**src/rtl/lsu_controller.sv**
```systemverilog
// rtl/lsu_controller.sv - memory stage: one load/store at a time over AXI-lite, result to commit
module lsu_controller #(
  parameter int ADDR_W            = 32,
  parameter bit FAULT_ON_MISALIGN = 1'b1
) (
  input  logic              clock,
  input  logic              reset,
  input  logic              valid_pre_i,
  output logic              ready_pre_o,
  input  logic              mem_ren_i,
  input  logic              mem_wen_i,
  input  logic [2:0]        mem_op_i,
  input  logic [ADDR_W-1:0] addr_i,
  input  logic [31:0]       wdata_i,
  input  logic [31:0]       alu_result_i,
  output logic              valid_post_o,
  input  logic              ready_post_i,
  output logic [31:0]       result_o,
  output logic              fault_o,
  output logic [ADDR_W-1:0] araddr_o,
  output logic              arvalid_o,
  input  logic              arready_i,
  input  logic [31:0]       rdata_i,
  input  logic [1:0]        rresp_i,
  input  logic              rvalid_i,
  output logic              rready_o,
  output logic [ADDR_W-1:0] awaddr_o,
  output logic              awvalid_o,
  input  logic              awready_i,
  output logic [31:0]       wdata_o,
  output logic [3:0]        wstrb_o,
  output logic              wvalid_o,
  input  logic              wready_i,
  input  logic [1:0]        bresp_i,
  input  logic              bvalid_i,
  output logic              bready_o
);

  typedef enum logic [2:0] {
    S_IDLE,
    S_AR,
    S_R,
    S_AW_W,
    S_B,
    S_DONE
  } state_t;

  state_t      state;
  logic [2:0]  op_q;
  logic [1:0]  lane_q;

  logic        misaligned;
  logic [31:0] st_data;
  logic [3:0]  st_strb;
  logic [31:0] rd_shift;
  logic [31:0] ld_ext;
  logic        aw_ok;
  logic        w_ok;

  // Alignment check on the incoming instruction (bytes are always aligned)
  always_comb begin
    misaligned = 1'b0;
    case (mem_op_i[1:0])
      2'b01:   misaligned = addr_i[0];
      2'b10:   misaligned = (addr_i[1:0] != 2'b00);
      default: misaligned = 1'b0;
    endcase
  end

  // Store lane steering: replicate the datum across the word, strobe the addressed lanes
  always_comb begin
    st_data = wdata_i;
    st_strb = 4'b1111;
    case (mem_op_i[1:0])
      2'b00: begin
        st_data = {4{wdata_i[7:0]}};
        st_strb = 4'b0001 << addr_i[1:0];
      end
      2'b01: begin
        st_data = {2{wdata_i[15:0]}};
        st_strb = 4'b0011 << addr_i[1:0];
      end
      default: begin
        st_data = wdata_i;
        st_strb = 4'b1111;
      end
    endcase
  end

  // Load extraction: shift the addressed lane down, then sign- or zero-extend
  always_comb begin
    rd_shift = rdata_i >> {lane_q, 3'b000};
    ld_ext   = rd_shift;
    case (op_q)
      3'b000:  ld_ext = {{24{rd_shift[7]}}, rd_shift[7:0]};
      3'b001:  ld_ext = {{16{rd_shift[15]}}, rd_shift[15:0]};
      3'b100:  ld_ext = {24'h000000, rd_shift[7:0]};
      3'b101:  ld_ext = {16'h0000, rd_shift[15:0]};
      default: ld_ext = rd_shift;
    endcase
  end

  // A write channel is finished once its valid has dropped or its ready is seen now
  assign aw_ok = !awvalid_o || awready_i;
  assign w_ok  = !wvalid_o  || wready_i;

  // Control FSM with all handshake and data outputs registered
  always_ff @(posedge clock) begin
    if (reset) begin
      state        <= S_IDLE;
      op_q         <= 3'b000;
      lane_q       <= 2'b00;
      ready_pre_o  <= 1'b1;
      valid_post_o <= 1'b0;
      result_o     <= 32'h0;
      fault_o      <= 1'b0;
      araddr_o     <= '0;
      arvalid_o    <= 1'b0;
      rready_o     <= 1'b0;
      awaddr_o     <= '0;
      awvalid_o    <= 1'b0;
      wdata_o      <= 32'h0;
      wstrb_o      <= 4'b0000;
      wvalid_o     <= 1'b0;
      bready_o     <= 1'b0;
    end else begin
      case (state)
        S_IDLE: begin
          if (valid_pre_i) begin
            op_q        <= mem_op_i;
            lane_q      <= addr_i[1:0];
            ready_pre_o <= 1'b0;
            result_o    <= 32'h0;
            fault_o     <= 1'b0;
            if (!mem_ren_i && !mem_wen_i) begin
              result_o     <= alu_result_i;
              valid_post_o <= 1'b1;
              state        <= S_DONE;
            end else if (mem_ren_i && mem_wen_i) begin
              fault_o      <= 1'b1;
              valid_post_o <= 1'b1;
              state        <= S_DONE;
            end else if (FAULT_ON_MISALIGN && misaligned) begin
              fault_o      <= 1'b1;
              valid_post_o <= 1'b1;
              state        <= S_DONE;
            end else if (mem_ren_i) begin
              araddr_o  <= addr_i;
              arvalid_o <= 1'b1;
              state     <= S_AR;
            end else begin
              awaddr_o  <= addr_i;
              wdata_o   <= st_data;
              wstrb_o   <= st_strb;
              awvalid_o <= 1'b1;
              wvalid_o  <= 1'b1;
              state     <= S_AW_W;
            end
          end
        end
        S_AR: begin
          if (arready_i) begin
            arvalid_o <= 1'b0;
            rready_o  <= 1'b1;
            state     <= S_R;
          end
        end
        S_R: begin
          if (rvalid_i) begin
            rready_o     <= 1'b0;
            fault_o      <= (rresp_i != 2'b00);
            result_o     <= (rresp_i != 2'b00) ? 32'h0 : ld_ext;
            valid_post_o <= 1'b1;
            state        <= S_DONE;
          end
        end
        S_AW_W: begin
          if (awready_i) awvalid_o <= 1'b0;
          if (wready_i)  wvalid_o  <= 1'b0;
          if (aw_ok && w_ok) begin
            bready_o <= 1'b1;
            state    <= S_B;
          end
        end
        S_B: begin
          if (bvalid_i) begin
            bready_o     <= 1'b0;
            fault_o      <= (bresp_i != 2'b00);
            result_o     <= 32'h0;
            valid_post_o <= 1'b1;
            state        <= S_DONE;
          end
        end
        S_DONE: begin
          if (ready_post_i) begin
            valid_post_o <= 1'b0;
            ready_pre_o  <= 1'b1;
            state        <= S_IDLE;
          end
        end
        default: begin
          state        <= S_IDLE;
          ready_pre_o  <= 1'b1;
          valid_post_o <= 1'b0;
          arvalid_o    <= 1'b0;
          rready_o     <= 1'b0;
          awvalid_o    <= 1'b0;
          wvalid_o     <= 1'b0;
          bready_o     <= 1'b0;
        end
      endcase
    end
  end

endmodule

```
**config.mk**
```make
export PLATFORM = sky130hd
export DESIGN_NAME = lsu_controller
export DESIGN_NICKNAME = d
export VERILOG_FILES = /design/src/rtl/lsu_controller.sv
export SDC_FILE = /design/constraint.sdc
export NUM_CORES = 1
export LEC_CHECK = 0
export ABC_AREA = 1
export CORE_MARGIN = 5
export CORE_UTILIZATION = 30
export CTS_CLUSTER_DIAMETER = 50
export DETAILED_ROUTE_END_ITERATION = 7
export GPL_TIMING_DRIVEN = 0
export PLACE_DENSITY = 0.69
export SLEW_MARGIN = 15
export SYNTH_ARGS = -nofsm -noshare
export SYNTH_HDL_FRONTEND = slang
export SYNTH_SLANG_ARGS = --single-unit
```
**constraint.sdc**
```tcl
create_clock -name clock -period 3.4 [get_ports clock]
set_input_delay 1.02 -clock clock [delete_from_list [all_inputs] [get_ports clock]]
set_output_delay 1.02 -clock clock [all_outputs]
set_load 0.02 [all_outputs]
```
==> Flow_metrics.wiki <==
{| class="wikitable"
! Metric !! Value
|-
| Clock latency on the worst-skew pair || between 0.4 and 0.5 ns
|-
| Vias in the first global route || 8207
|-
| Seq/Total Area, Yosys || 40.46%
|-
| Mean cell area of the mapped netlist || 6.503 um^2
|-
| DRC violation total after the first TritonRoute iteration || 483
|-
| Deepest level of the CTS H-tree || 4
|-
| Post-synthesis sequential element count || about 150
|-
| Number of synthesized flops with an enable pin || 0
|-
| Cell Area, Synth || ~7300 um^2
|-
| Postcts setup bufs || 0
|-
| Ratio of final minimum period to clock period || 89.94%
|-
| Post-place instance area || 10580 um^2
|-
| Synth-to-layout area growth || 52.96%
|-
| Startpoint kind of the worst setup timing path || input port
|-
| Mux cell area share after synthesis || 0%
|-
| Post-CTS clock slew at the launch and capture registers of the worst setup and hold paths || 0.07 ns
|-
| Site Rows || 57
|-
| Fin cells || 1768
|-
| Fraction of layout instances using a drive strength above 1 || 6.376%
|-
| I/O pin count || 286
|-
| Post-Synth XOR/XNOR Area || 0%
|-
| Post-route cell area || ~11000 um^2
|-
| Compound-gate portion of the synthesized area || 16.87%
|-
| Global-route wire length before repair || ~45 mm
|-
| Endpoint arrival time on the critical path || 3.33 ns
|-
| Post-detailed-route via-to-cell ratio || 4.734
|-
| Syn_nets || 1277
|-
| # port buffers || 285
|-
| Routed wire length || 28.45 mm
|-
| Largest net degree at the start of global routing || 17
|-
| Critical path's slowest cell || sky130_fd_sc_hd__clkdlybuf4s50_1
|-
| Kind of critical path || input port to flop
|-
| Number of max-capacitance violations reported || 0
|-
| Post-Synth Simple-Gate Area || 31.84%
|-
| Grt total ovfl || 0
|-
| Reported net switching power || approximately 0.0035 W
|-
| Total number of vias || about 8400
|-
| Warnings from Yosys || 0
|-
| Placed Cells incl. Taps || 1735
|-
| Unrepaired setup endpoints after global routing || no
|-
| Area of the core || between 20000 and 25000 um^2
|-
| Setup violators final || 0
|-
| Count of TritonRoute iterations in the first routing pass || 5
|-
| Gpl congestion || 0.9187
|-
| Total count of hold-check failures in the final report || 0
|-
| Status || complete, no violations
|-
| Proportion of netlist area held by the largest area contributor || 40.46%
|-
| Maximum clock insertion buffer count || 2
|-
| DPL Wire Length || 22.50 mm
|-
| Fraction of power spent switching nets || 42.36%
|-
| Number of hold buffers added after CTS || 0
|-
| Maximum operating frequency || 0.3270 GHz
|-
| Worst-case clock skew || 0.01569 ns
|-
| Worst-margin pin slew || 0.8609 ns
|-
| Worst slew margin relative to its limit || ~43%
|-
| Top cell type by total area after synthesis || sky130_fd_sc_hd__dfxtp_1
|-
| Number of distinct standard cells referenced by the synthesized netlist || 30
|-
| Sequential share of power || 28.5%
|-
| Leakage || 4.775 nW
|-
| Overall die area || ~28000 um^2
|-
| Most frequent cell after synthesis || sky130_fd_sc_hd__nand2_1
|-
| TritonCTS Buffers || 17
|-
| Die height || between 150 and 200 um
|-
| Dominant combinational cell family by area after synthesis || simple AND/OR/NAND/NOR gates
|-
| Tmin final || 3.058 ns
|-
| Critical path capture point type || flop
|-
| Die extent in x || between 150 and 200 um
|-
| Prevailing post-synth register cell || sky130_fd_sc_hd__dfxtp_1
|-
| Power density normalized to cell area || 747.9 nW/um^2
|-
| TritonCTS clock tree || built
|-
| Commonest cells in the synthesized netlist || 267 x sky130_fd_sc_hd__nand2_1, 206 x sky130_fd_sc_hd__nor2_1, 148 x sky130_fd_sc_hd__dfxtp_1
|-
| Classification of the worst-slack hold path || flop to flop
|-
| Proportion of synthesized flip-flops having asynchronous set or reset || 0%
|-
| Number of clock sinks seen by CTS || 148
|-
| Clock root buffer || sky130_fd_sc_hd__clkbuf_16
|-
| Number of slew-limit violations in the final report || 0
|-
| Share of total power in the clock network || between 20% and 30%
|-
| Data required time at the worst endpoint || 3.67 ns
|-
| Adder and majority cell fraction of the synthesized area || less than 1%
|-
| Post-layout power || 0.008376 W
|-
| Cell count after synthesis || 1126
|-
| Initial antenna violation count || 1
|-
| Series of cell instances along the critical path || clkdlybuf4s50_1 > inv_1 > ha_1 > clkbuf_1 > a21oi_2 > nand3_1 > nand2_1 > a21oi_1
|-
| Number of instances resized during post-cts repair || 0
|-
| Initial core utilization || 30.29%
|-
| Layout net count || 1581
|-
| Comb power frac || 47.5%
|-
| Cell types occupying the most area after synthesis || sky130_fd_sc_hd__dfxtp_1 40%, sky130_fd_sc_hd__nand2_1 14%, sky130_fd_sc_hd__nor2_1 11%, sky130_fd_sc_hd__o21ai_0 9.7%, sky130_fd_sc_hd__a21oi_1 5.8%
|-
| CP max FO || 10
|-
| Post-route DRC violation count || 0
|-
| GR Util All Layers || 19.83%
|-
| Delay of the slowest critical-path stage || 0.67 ns
|-
| Internal power component || a little under 0.005 W
|-
| Final routed wire length divided by cell count || about 16 um
|-
| Peak supply drop || 489.5 uV
|-
| Antenna Nets Post-Route || 0
|}
[layout by cell type (no fill, tap or decap), types with 2 or more instances in the layout]
cell type	instances
sky130_fd_sc_hd__buf_4	7
sky130_fd_sc_hd__o21ai_0	142
sky130_fd_sc_hd__nand2_4	2
sky130_fd_sc_hd__nand4_4	2
sky130_fd_sc_hd__nand4_1	12
sky130_fd_sc_hd__inv_2	6
sky130_fd_sc_hd__a21oi_1	85
sky130_fd_sc_hd__nor2_2	4
sky130_fd_sc_hd__inv_6	5
sky130_fd_sc_hd__clkbuf_16	17
sky130_fd_sc_hd__buf_6	3
sky130_fd_sc_hd__buf_2	20
sky130_fd_sc_hd__nand3_2	2
sky130_fd_sc_hd__clkbuf_1	36
sky130_fd_sc_hd__clkinv_8	2
sky130_fd_sc_hd__o211ai_1	7
sky130_fd_sc_hd__ha_1	5
sky130_fd_sc_hd__nand3_1	48
sky130_fd_sc_hd__inv_1	100
sky130_fd_sc_hd__o21ai_1	5
sky130_fd_sc_hd__inv_8	3
sky130_fd_sc_hd__nand3b_1	3
sky130_fd_sc_hd__dfxtp_1	148
sky130_fd_sc_hd__clkdlybuf4s50_1	285
sky130_fd_sc_hd__nand2_2	4
sky130_fd_sc_hd__bufinv_16	2
sky130_fd_sc_hd__nor2_4	5
sky130_fd_sc_hd__nor2_1	206
sky130_fd_sc_hd__nand2_1	267
[cell families after synthesis]
kind of cell    Yosys count
fa+ha+maj                 5
flops                   148
compound gates          242
buf+inv                 174
simple gates            557
[per-stage QoR]
stage	util [%]	hold WS, ns	worst slack [ns]	TNS (ns)
after floorplan	-	0.4989	1.014	0
after global placement	43.76	0.4321	0.007982	0
after detailed placement	43.76	0.4351	-0.05631	-0.4033
after CTS	46.31	0.4464	0.3769	0
after global routing	46.32	0.4675	0.1964	0
final	46.32	0.4431	0.3420	0
[worst paths after layout]
path,end,from,slack [ns],cells after the start
worst min-delay path,rready_o$_SDFFE_PP0P_,rready_o$_SDFFE_PP0P_,0.44,2
worst max register to register,araddr_o[0]$_SDFFE_PP0P_,state[2]$_SDFFE_PP0P_,1.48,8
worst max-delay path,wdata_o[26]$_SDFFE_PP0P_,mem_ren_i,0.34,8
worst min register to register,rready_o$_SDFFE_PP0P_,rready_o$_SDFFE_PP0P_,0.44,2
[cell type report]
type | instances | area [um^2]
Clock inverter | 15 | 191.4
Inverter | 107 | 404.1
Antenna cell | 1 | 2.502
Multi-Input combinational cell | 804 | 3628
Sequential cell | 148 | 2963
Clock buffer | 17 | 425.4
Fill cell | 2414 | 12980
Timing Repair Buffer | 285 | 2853
Buffer | 67 | 326.6
Tap cell | 324 | 405.4
[worst max-delay path: cells and delay by family]
family          cells  cell delay [ns]
compound gates      2             0.49
fa+ha+maj           1             0.23
buf+inv             3             1.09
simple gates        2             0.51
[registers in the layout, indices dropped and copies added, names as in the netlist, 2 cells and up]
signal    count
lane_q        2
result_o     32
wdata_o      32
araddr_o     32
wstrb_o       4
awaddr_o     32
op_q          3
state         3
[metal layers]
metal | vias up | track usage [%] | wire length, um
li1 | 4194 | - | -
met1 | 3801 | 25.31 | 12490
met2 | 339 | 33.35 | 13180
met3 | 36 | 5.165 | 2128
met4 | 0 | 5.407 | 653
met5 | - | 0 | 0
[power by group through the flow]
stage / logic, W / registers, W / clock network, W
floorplan: 0.00194 / 0.00284 / 0
global placement: 0.00396 / 0.00241 / 0
detailed placement: 0.00399 / 0.00242 / 0
CTS: 0.00400 / 0.00239 / 0.00205
global route: 0.00439 / 0.00243 / 0.00213
finish: 0.00398 / 0.00239 / 0.00201
Note: power is estimated with default switching activity, not from simulation.
==> RTL change (same flow settings) <==
`FAULT_ON_MISALIGN`: 1'b1 -> 1'b0.
--- a/src/rtl/lsu_controller.sv
+++ b/src/rtl/lsu_controller.sv
@@ -1,7 +1,7 @@
 // rtl/lsu_controller.sv - memory stage: one load/store at a time over AXI-lite, result to commit
 module lsu_controller #(
   parameter int ADDR_W            = 32,
-  parameter bit FAULT_ON_MISALIGN = 1'b1
+  parameter bit FAULT_ON_MISALIGN = 1'b0
 ) (
   input  logic              clock,
   input  logic              reset,
Function: not settled (the Yosys comparison gave no result); the edit may change what the design does.
==> RTL change against the unedited design <==
Sequential cell count unchanged. Via count is 2.0% lower. Cell count is 1.8% lower. Critical path depth is 4 higher. First-iteration DRC count is 33% higher. Count of clock-buffer cells in the layout unchanged. Critical endpoint is now awaddr_o[14]. Largest cell class unchanged. Worst setup slack got worse by 0.043 ns. Synthesized area down 2.3%. Critical path type unchanged. Final area fell by 1.6%. Routed wire length increased by 1.0%. Highest routed layer is now met5. Total power hardly changed.
==> RTL change: results (changes against the unedited design) <==
| Metric | Value |
|---|---|
| 1st-iter DRT viols | `642 (was 483)` |
| Area grow syn2layout | `54.0% (was 53.0%)` |
| Gpl congestion | `0.921 (was 0.919)` |
| Share of cells above drive strength 1 | `6.85% (was 6.38%)` |
| Reg2reg end | `araddr_o[14] (was araddr_o[0])` |
| First-pass GRT wire length | `43100 um (was 44600 um)` |
| Slew headroom | `58.2% (was 42.6%)` |
| Logic inverters | `47 (was 107)` |
| Setup crit end | `awaddr_o[14] (was wdata_o[26])` |
| Nonclk buf count | `351 (was 352)` |
| Placed instance area | `0.0104 mm^2 (was 0.0106 mm^2)` |
| Pre-CTS setup slack | `-0.156 ns (was -0.0563 ns)` |
| R2R Setup Slk | `1.55 ns (was 1.48 ns)` |
| Post-synthesis compound-gate area fraction | `15.6% (was 16.9%)` |
| Crit-path max cell delay | `0.60 ns (was 0.67 ns)` |
| Die area | `0.0270 mm^2 (was 0.0276 mm^2)` |
| Hold Crit Endpoint | `wdata_o[19] (was rready_o)` |
| Drt first pass iters | `6 (was 5)` |
| Post-synth cell types | `31 (was 30)` |
| Status | `finished, final reports clean (unchanged)` |
| Top cells by count, synth | `nand2_1 (284), nor2_1 (268), dfxtp_1 (148), o21ai_0 (121), a21oi_1 (73) (was nand2_1 (267), nor2_1 (206), dfxtp_1 (148), o21ai_0 (142), inv_1 (100))` |
| Clock-cell share of area | `5.76% (was 5.51%)` |
| Adder-Cell Fraction of Synth Area | `0.699% (was 0.854%)` |
| Final #Nets | `1554 (was 1581)` |
| Initial antenna violation count | `3 (was 1)` |
| Syn Inst Count | `1102 (was 1126)` |
| F_max | `0.322 GHz (was 0.327 GHz)` |
| Post-Syn Nets | `1252 (was 1277)` |
| Placed Cells | `1704 (was 1735)` |
| CP Data Arrival Time | `3.40 ns (was 3.33 ns)` |
| Vias in the first global route | `7843 (was 8207)` |
## RTL change: cell types whose count changed after synthesis, sizes merged, moves of 2 or more
cell    unedited run  this run
nor3               0         2
clkbuf            37        33
clkinv             0         6
inv              107        41
nand3             50        43
nand2            273       292
a21oi             86        73
nand4             14         3
o21ai            147       137
buf               30        35
nor2             216       272
## RTL change: power breakdown
part	internal (mW)	total, mW	switching [mW]
sequential	2.14	2.38	0.234
clock	1.19	2.04	0.853
combinational	1.57	3.95	2.38
## RTL change: per-layer routing
layer | share of wire (%) | vias to the layer above | GRT usage, % | wire length, um
met2 | 47 | 355 | 34.9 | 13500
met1 | 41 | 3671 | 24.6 | 11800
met4 | 2.1 | 6 | 6.58 | 606
met5 | 0.16 | - | 0 | 47
li1 | - | 4125 | - | -
met3 | 9.5 | 45 | 6.51 | 2730
## RTL change: logic make-up after synthesis
kind of cell             Yosys count
AO/OA/AOI/OAI                    219
flip-flops                       148
AND/OR/NAND/NOR                  616
buffers and inverters            115
adder cells (fa/ha/maj)            4
